$ cat src/rtl/pc_sequencer_pkg.sv
// pc_sequencer_pkg: shared opcode and FSM state definitions for the program-counter sequencer
// and its controller.
package pc_sequencer_pkg;
    localparam int OP_W = 3;

    typedef enum logic [OP_W-1:0] {
        OP_SEQ  = 3'd0,
        OP_JMP  = 3'd1,
        OP_BZ   = 3'd2,
        OP_BNZ  = 3'd3,
        OP_CALL = 3'd4,
        OP_RET  = 3'd5,
        OP_HALT = 3'd6
    } op_e;

    typedef enum logic [1:0] {
        ST_RUN,
        ST_HALTED,
        ST_FAULT
    } state_e;

    // The unassigned eighth code behaves as a plain sequential step
    function automatic op_e decode_op(input logic [OP_W-1:0] raw);
        return (raw == 3'd7) ? OP_SEQ : op_e'(raw);
    endfunction
endpackage

$ cat src/rtl/pc_sequencer_if.sv
// pc_sequencer_if: controller-to-sequencer bundle; master is the controller side,
// slave is the sequencer.
interface pc_sequencer_if #(parameter int PC_W = 12);
    logic            stall;
    logic [2:0]      op;
    logic [PC_W-1:0] target;
    logic            zero;
    logic            resume;
    logic [PC_W-1:0] pc;
    logic            fetch_en;
    logic            halted;
    logic            fault;
    logic            ovf;
    logic            unf;

    modport master (
        output stall, op, target, zero, resume,
        input  pc, fetch_en, halted, fault, ovf, unf
    );

    modport slave (
        input  stall, op, target, zero, resume,
        output pc, fetch_en, halted, fault, ovf, unf
    );
endinterface

$ cat src/rtl/pc_sequencer_return_stack.sv
// return_stack: LIFO of return addresses with full/empty status.
// Entries are not reset; only the pointer is, so stale data is unreachable.
module return_stack #(
    parameter int PC_W        = 12,
    parameter int STACK_DEPTH = 8
) (
    input  logic            clk,
    input  logic            rst,
    input  logic            i_push,
    input  logic            i_pop,
    input  logic [PC_W-1:0] i_data,
    output logic [PC_W-1:0] o_data,
    output logic            o_full,
    output logic            o_empty
);
    localparam int AW = $clog2(STACK_DEPTH);

    logic [PC_W-1:0] r_mem [STACK_DEPTH];
    logic [AW:0]     r_sp;
    logic [AW-1:0]   w_top;

    assign o_full  = (r_sp == (AW+1)'(STACK_DEPTH));
    assign o_empty = (r_sp == '0);
    assign w_top   = r_sp[AW-1:0] - AW'(1);
    assign o_data  = r_mem[w_top];

    always_ff @(posedge clk or negedge rst) begin
        if (!rst)
            r_sp <= '0;
        else if (i_push && !o_full)
            r_sp <= r_sp + (AW+1)'(1);
        else if (i_pop && !o_empty)
            r_sp <= r_sp - (AW+1)'(1);
    end

    always_ff @(posedge clk) begin
        if (i_push && !o_full)
            r_mem[r_sp[AW-1:0]] <= i_data;
    end
endmodule

$ cat src/rtl/pc_sequencer.sv
// pc_sequencer: program-counter sequencer with branches, call/return stack,
// halt/resume and a reset-only fault state.
module pc_sequencer
    import pc_sequencer_pkg::*;
#(
    parameter int PC_W        = 12,
    parameter int STACK_DEPTH = 8
) (
    input logic         clk,
    input logic         rst,
    pc_sequencer_if.slave bus
);
    logic [PC_W-1:0] r_pc;
    logic [PC_W-1:0] w_pc_nxt;
    logic [PC_W-1:0] w_pc_inc;
    logic [PC_W-1:0] w_ret_pc;
    state_e          r_state;
    state_e          w_state_nxt;
    op_e             w_op;
    logic            r_ovf;
    logic            r_unf;
    logic            w_ovf_set;
    logic            w_unf_set;
    logic            w_push;
    logic            w_pop;
    logic            w_full;
    logic            w_empty;

    return_stack #(
        .PC_W       (PC_W),
        .STACK_DEPTH(STACK_DEPTH)
    ) u_stack (
        .clk    (clk),
        .rst    (rst),
        .i_push (w_push),
        .i_pop  (w_pop),
        .i_data (w_pc_inc),
        .o_data (w_ret_pc),
        .o_full (w_full),
        .o_empty(w_empty)
    );

    always_comb begin
        w_op        = decode_op(bus.op);
        w_pc_inc    = r_pc + PC_W'(1);
        w_pc_nxt    = r_pc;
        w_state_nxt = r_state;
        w_push      = 1'b0;
        w_pop       = 1'b0;
        w_ovf_set   = 1'b0;
        w_unf_set   = 1'b0;
        if (!bus.stall && r_state == ST_RUN) begin
            case (w_op)
                OP_JMP:  w_pc_nxt = bus.target;
                OP_BZ:   w_pc_nxt = bus.zero ? bus.target : w_pc_inc;
                OP_BNZ:  w_pc_nxt = bus.zero ? w_pc_inc : bus.target;
                OP_CALL: begin
                    w_push      = !w_full;
                    w_ovf_set   = w_full;
                    w_pc_nxt    = w_full ? r_pc : bus.target;
                    w_state_nxt = w_full ? ST_FAULT : ST_RUN;
                end
                OP_RET: begin
                    w_pop       = !w_empty;
                    w_unf_set   = w_empty;
                    w_pc_nxt    = w_empty ? r_pc : w_ret_pc;
                    w_state_nxt = w_empty ? ST_FAULT : ST_RUN;
                end
                OP_HALT: w_state_nxt = ST_HALTED;
                default: w_pc_nxt = w_pc_inc;
            endcase
        end else if (!bus.stall && r_state == ST_HALTED && bus.resume) begin
            w_pc_nxt    = w_pc_inc;
            w_state_nxt = ST_RUN;
        end
    end

    always_ff @(posedge clk or negedge rst) begin
        if (!rst) begin
            r_pc    <= '0;
            r_state <= ST_RUN;
            r_ovf   <= 1'b0;
            r_unf   <= 1'b0;
        end else begin
            r_pc    <= w_pc_nxt;
            r_state <= w_state_nxt;
            r_ovf   <= r_ovf | w_ovf_set;
            r_unf   <= r_unf | w_unf_set;
        end
    end

    assign bus.pc       = r_pc;
    assign bus.fetch_en = (r_state == ST_RUN) && !bus.stall;
    assign bus.halted   = (r_state == ST_HALTED);
    assign bus.fault    = (r_state == ST_FAULT);
    assign bus.ovf      = r_ovf;
    assign bus.unf      = r_unf;
endmodule

$ cat src/flat_wrapper.sv
// flat-port wrapper written by rule: the top's interface ports become plain ports
module pc_sequencer_flat import pc_sequencer_pkg::*;
#(
    parameter int PC_W        = 12,
    parameter int STACK_DEPTH = 8
)
  (clk, rst, bus_stall, bus_op, bus_target, bus_zero, bus_resume, bus_pc, bus_fetch_en, bus_halted, bus_fault, bus_ovf, bus_unf);
  pc_sequencer_if #(.PC_W(PC_W)) bus_i ();
  input logic clk;
  input logic rst;
  input wire logic [$bits(bus_i.stall)-1:0] bus_stall;
  input wire logic [$bits(bus_i.op)-1:0] bus_op;
  input wire logic [$bits(bus_i.target)-1:0] bus_target;
  input wire logic [$bits(bus_i.zero)-1:0] bus_zero;
  input wire logic [$bits(bus_i.resume)-1:0] bus_resume;
  output wire logic [$bits(bus_i.pc)-1:0] bus_pc;
  output wire logic [$bits(bus_i.fetch_en)-1:0] bus_fetch_en;
  output wire logic [$bits(bus_i.halted)-1:0] bus_halted;
  output wire logic [$bits(bus_i.fault)-1:0] bus_fault;
  output wire logic [$bits(bus_i.ovf)-1:0] bus_ovf;
  output wire logic [$bits(bus_i.unf)-1:0] bus_unf;
  assign bus_i.stall = bus_stall;
  assign bus_i.op = bus_op;
  assign bus_i.target = bus_target;
  assign bus_i.zero = bus_zero;
  assign bus_i.resume = bus_resume;
  assign bus_pc = bus_i.pc;
  assign bus_fetch_en = bus_i.fetch_en;
  assign bus_halted = bus_i.halted;
  assign bus_fault = bus_i.fault;
  assign bus_ovf = bus_i.ovf;
  assign bus_unf = bus_i.unf;
  pc_sequencer #(.PC_W(PC_W), .STACK_DEPTH(STACK_DEPTH)) u_core (.clk(clk), .rst(rst), .bus(bus_i));
endmodule
$ cat config.mk
export PLATFORM = sky130hd
export DESIGN_NAME = pc_sequencer_flat
export DESIGN_NICKNAME = d
export VERILOG_FILES = /design/src/rtl/pc_sequencer_pkg.sv /design/src/rtl/pc_sequencer_if.sv /design/src/rtl/pc_sequencer_return_stack.sv /design/src/rtl/pc_sequencer.sv /design/src/flat_wrapper.sv
export SDC_FILE = /design/constraint.sdc
export NUM_CORES = 1
export LEC_CHECK = 0
export ABC_AREA = 1
export CORE_UTILIZATION = 55
export DETAILED_ROUTE_END_ITERATION = 10
export HOLD_SLACK_MARGIN = 0.15
export MAX_ROUTING_LAYER = met4
export PLACE_DENSITY = 0.76
export SLEW_MARGIN = 20
export SYNTH_ARGS = -nofsm -noshare
export SYNTH_HDL_FRONTEND = slang
export SYNTH_SLANG_ARGS = --single-unit
$ cat constraint.sdc
create_clock -name clk -period 2.9 [get_ports clk]
set_input_delay 0.435 -clock clk [delete_from_list [all_inputs] [get_ports clk]]
set_output_delay 0.435 -clock clk [all_outputs]
set_load 0.05 [all_outputs]
After elaboration in Yosys (flattened, before gate mapping)
Memory sizes are Yosys's and may differ from the RTL's. Index checks and enable logic that the tools add are counted. Widths: inputs -> output; s select.

$add $sub $neg: 4. Eq/ne operators: 14. Muxes and demuxes: 25. Bitwise gates (word level): 2. Reductions and logical operators: 14.

Operator list (count): $mux 12 (6); $pmux 12 s6 (1); $add 12x1->12 const B (1); $eq 3x3->1 const B (4); $mux 1 (10); $mux 2 (4); $mux 4 (2); $eq 3x2->1 const B (2); $ne 3x3->1 const B (2); $pmux 2 s3 (1); $logic_and 1x1->1 (5); $add 4x1->4 const B (1); $eq 4x4->1 const B (1); $logic_not 4->1 (1); $ne 4x1->1 const B (1); $reduce_and 4->1 (1); $reduce_bool 2->1 (2); $sub 4x1->4 const B (1); $eq 3x1->1 const B (1); $logic_not 1->1 (3); $mux 3 (1); $sub 3x1->3 const B (1); $eq 2x1->1 const B (1); $eq 2x2->1 const B (1); other kinds (4) (5).

Bits in registers: 20. Memory bits (writable): 96. Input port bits: 20. Output and inout bits: 17. Word-level logic and storage cells: 65. Memories: 1.

Memory list: u_core.u_stack.r_mem (words 8, width 12, read ports 1, clocked after memory_dff 0, write ports 1, line pc_sequencer_return_stack.sv:18) `logic [PC_W-1:0] r_mem [STACK_DEPTH];`.

Logic depth before layout (Yosys ltp)
Depth after elaboration: 8. Depth in mapped cells: 15. Mapped depth without buffers: 11.

By module
A second synthesis with hierarchy kept.

Cell total of the unflattened synthesis: 615. Area total of the unflattened synthesis: 5700.5 um2.

Modules (own cells, without submodules): return_stack (instances 1, cells each 349, area each 4142.7 um2, sequential area each 2982.9 um2); pc_sequencer (instances 1, cells each 266, area each 1557.7 um2, sequential area each 400.4 um2).

Worst setup path before layout
Ideal clock, no wire load.

Path kind: register to register. Start point: register u_core.u_stack.r_sp[0]. End point: memory u_core.u_stack.r_mem[2][0] (enable). Library setup time: 0.396 ns. Arrival time: 2.293 ns. Required time: 2.504 ns. Path slack: 0.210 ns. Stages on the path, launching flop included: 10. Path buffers: 2. Period minus slack after synthesis: 2.690 ns. Cells stage by stage: dfrtp_1 buf_2 inv_1 buf_2 ha_1 nand3_1 nand3_1 inv_1 nand2_1 nor3_1.

Word-level cells in the longest chain between the ends: 7.

Ends and longest elaborated chain: start, declared (line pc_sequencer_return_stack.sv:19) `logic [AW:0] r_sp;`; start signal, assigned (line pc_sequencer_return_stack.sv:31) `r_sp <= r_sp + (AW+1)'(1);`; start signal, assigned (line pc_sequencer_return_stack.sv:33) `r_sp <= r_sp - (AW+1)'(1);`; $eq 4x4->1 (line pc_sequencer_return_stack.sv:22) `assign o_full = (r_sp == (AW+1)'(STACK_DEPTH));`; $logic_not 1->1 (line pc_sequencer_return_stack.sv:37, pc_sequencer.sv:58); $mux 1 (line pc_sequencer.sv:53) `case (w_op)`; $mux 1 (line pc_sequencer.sv:52) `if (!bus.stall && r_state == ST_RUN) begin`; $logic_and 1x1->1 (line pc_sequencer_return_stack.sv:37) `if (i_push && !o_full)`; $mux 1 (line pc_sequencer_return_stack.sv:37); $mux 1 (implied by the code) (line pc_sequencer_return_stack.sv:38) `r_mem[r_sp[AW-1:0]] <= i_data;`; end, declared (line pc_sequencer_return_stack.sv:18).

Parallel ways exist; a longest one is shown, timed or not.

Worst setup path after layout
Start point: register u_core.r_state[1]. End point: output bus_fetch_en.

Word-level cells in the longest chain between the ends: 2.

Ends and longest elaborated chain: start, declared (line pc_sequencer.sv:17) `state_e r_state;`; start signal, assigned (line pc_sequencer.sv:86) `r_state <= w_state_nxt;`; $logic_not 2->1 (line pc_sequencer.sv:93) `assign bus.fetch_en = (r_state == ST_RUN) && !bus.stall;`; $logic_and 1x1->1 (line pc_sequencer.sv:93); end, declared (line flat_wrapper.sv:17) `output wire logic [$bits(bus_i.fetch_en)-1:0] bus_fetch_en;`.

Every way passes these cells.

==> summary.md <==
| Metric | Value |
|---|---|
| Nets | 650 |
| CTS root buf | clkbuf_8 |
| Mapped Cells | 576 |
| CTS tree | built |
| RSZ-0062 raised after global routing | false |
| Worst vdd ir | 0.000379 V |
| Final hold violations | 0 |
| Required @ worst endpoint | 2470 ps |
| I/O pins | 37 |
| Wl on met1 | 5920 um |
| Ys Warns | 0 |
| Sequential area share after synthesis | 61.4% |
| Final max-slew violation count | 0 |
| Post-Route WL | 14,500 um |
| DRT Pass-1 Iters | 6 |
| Final Non-Filler Cells | 768 |
| Core Region | 9730 um2 |
| Run status | complete, no violations |
| Site row count | 36 |
| Via density | 5.77 |
| PwrDens | 600 nW/um2 |
| Clock sinks | 116 |
| Clock Tree Buf Depth | 2 |
| Fin util | 68.4% |
| Synth cell types | 29 |
| First-pass GRT wire length | 22,500 um |
| Dpl hpwl | 9190 um |
| Pre-CTS WS | 404 ps |
| WL/cell | 18.9 um |
| CTS clk-pin slew, worst paths | 50 ps |
| Largest net degree at the start of global routing | 53 |
| Starting Density | 56.6% |
| DR top layer | met4 |
| Placer congestion estimate | 0.999 |
| Crit Path Max Fanout | 6 |
| Startpoint types | register |
| Most frequent cells in the layout | nand2_1, nor2_1, edfxtp_1 |
| Cts bufs inserted | 17 |
| Die W | 102 um |
| Layout cells sized above 1 | 11.0% |
| Syn Nets | 602 |
| Inst Count DP | 737 |
| Congestion Overflow GR | 0 |
| Input/output buffers | 36 |
| Final cycle utilization of the critical path | 88.0% |
| Die Ht | 102 um |
| Vias | 4,430 |
| Area growth syn-to-layout | 20.7% |
| H-tree depth | 4 |
| Post-Route Setup TNS | 0 ps |
| Worst skew pair latency | 530 ps |
| Routed wl met3 | 1470 um |
| Die ar. | 10,400 um2 |
| Total Power | 3.99 mW |
| Vias in the first global route | 4,154 |
| Fin worst setup slack | 349 ps |
| Synthesis-stage register bit count | 116 |
| Worst Reg-to-Reg Cells | 8 |
| Worst-Margin Slew | 914 ps |
| Commonest non-fill, non-tap cell in the layout | nand2_1 |
| Met2 WL | 6690 um |
| Remaining DRCs | 0 |
| Worst relative slew slack | 38.6% |
| Crit path kind | reg2out |
| Routed Antenna Nets | 0 |
| Mean Syn Cell Area | 9.57 um2 |
| Initial antenna violation count | 0 |
| GR Util All Layers | 31.4% |
| Final Setup Violations | 0 |
| Final min period | 2550 ps |
| Ant. Diodes | 0 |
| Max-Cap Viols | 0 |
| Leak pwr | 2.72 nW |
| Crit path capture type | primary output |
| DRT iter0 DRCs | 645 |
| Worst clock skew | 8.97 ps |
| Hold Crit Class | in2async |
| Fmax | 0.392 GHz |
| Crit path DAT | 2120 ps |
| Synth Cell Area | 5510 um2 |
-- registers in the layout, summed over array words and instances, names as in the netlist --
| register | count |
|---|---|
| u_core.bus.ovf | 1 |
| u_core.r_state | 2 |
| u_core.bus.pc | 12 |
| u_core.bus.unf | 1 |
| u_core.u_stack.r_sp | 4 |
| u_core.u_stack.r_mem | 96 |
-- critical path: stages (launching register included) --
cell	delay, ps
dfrtp_1	390
nor2_1	130
nand2_1	120
inv_2	130
clkdlybuf4s50_1	820
-- logic make-up (layout without fill, tap and decap cells) --
group / count (synthesis) / count (layout) / share of synthesized area (%)
simple gates: 301 / 301 / 22.3
buf+inv: 67 / 126 / 5.24
fa+ha+maj: 6 / 6 / 1.50
flops: 116 / 116 / 61.4
xor+xnor: 9 / 9 / 1.70
compound gates: 77 / 77 / 7.83
-- power by group --
group / total (mW) / switching (mW) / leakage (nW) / internal [mW]
Sequential: 1.80 / 0.00434 / 1.29 / 1.80
Combinational: 0.109 / 0.0699 / 1.15 / 0.0389
Clock: 2.08 / 0.713 / 0.285 / 1.37
-- synthesized netlist by cell type --
cell	number	area [um2]
clkbuf_1	6	22.5
ha_1	5	62.6
fa_1	1	20.0
nor3_1	6	30.0
nand2_1	126	473
xnor2_2	2	32.5
dfrtp_1	20	500
buf_2	15	75.1
nor2_4	2	22.5
a21oi_2	3	26.3
xnor2_1	2	17.5
nand2_2	1	6.26
o21ai_1	1	5.00
nand3b_1	1	7.51
edfxtp_1	96	2880
a21oi_1	11	55.1
buf_6	1	11.3
inv_2	8	30.0
xor2_1	5	43.8
o211ai_1	10	75.1
nand4_1	1	6.26
o21a_1	1	7.51
nand3_1	54	270
nor2_1	109	409
inv_1	34	128
buf_4	3	22.5
nor2_2	1	6.26
o21ai_0	49	245
o21ai_2	2	17.5
-- per-stage QoR --
step                instance area, um2  hold WS, ps
global route                      6650          458
finish                            6650          418
floorplan                         5510          139
CTS                               6650          478
detailed placement                6060          462
global placement                  6060          453
-- per-layer routing --
metal / vias up / GRT usage [%]
met5: - / -
met4: 0 / 12.3
met3: 43 / 8.00
met2: 268 / 45.7
met1: 2090 / 42.5
li1: 2029 / -
-- area by class of cell --
| type | instances | area, um2 |
|---|---|---|
| Inverter | 42 | 158 |
| Clock inverter | 12 | 164 |
| Clock buffer | 18 | 418 |
| Tap cell | 133 | 166 |
| Sequential cell | 116 | 3380 |
| Timing Repair Buffer | 54 | 493 |
| Multi-Input combinational cell | 393 | 1870 |
| Fill cell | 738 | 3080 |
-- final timing paths --
path	startpoint	to	slack, ps
hold / removal	rst	u_core.bus.unf	420
setup / recovery	u_core.r_state[1]	bus_fetch_en	350
setup reg to reg	u_core.u_stack.r_sp[1]	u_core.bus.pc[2]	460
max in group asynchronous	rst	u_core.bus.pc[1]	2130
min in group clk	u_core.bus.unf	u_core.bus.unf	470
hold reg to reg	u_core.bus.unf	u_core.bus.unf	470
-- timing repair --
| action | in CTS | in global routing |
|---|---|---|
| gates resized for setup | 0 | 0 |
| hold buffers | 0 | 1 |
| setup buffers | 0 | 0 |
| endpoints found under the setup margin | 0 | 0 |
| endpoints found under the hold margin | 0 | 20 |
(Power assumes the default switching activity.)
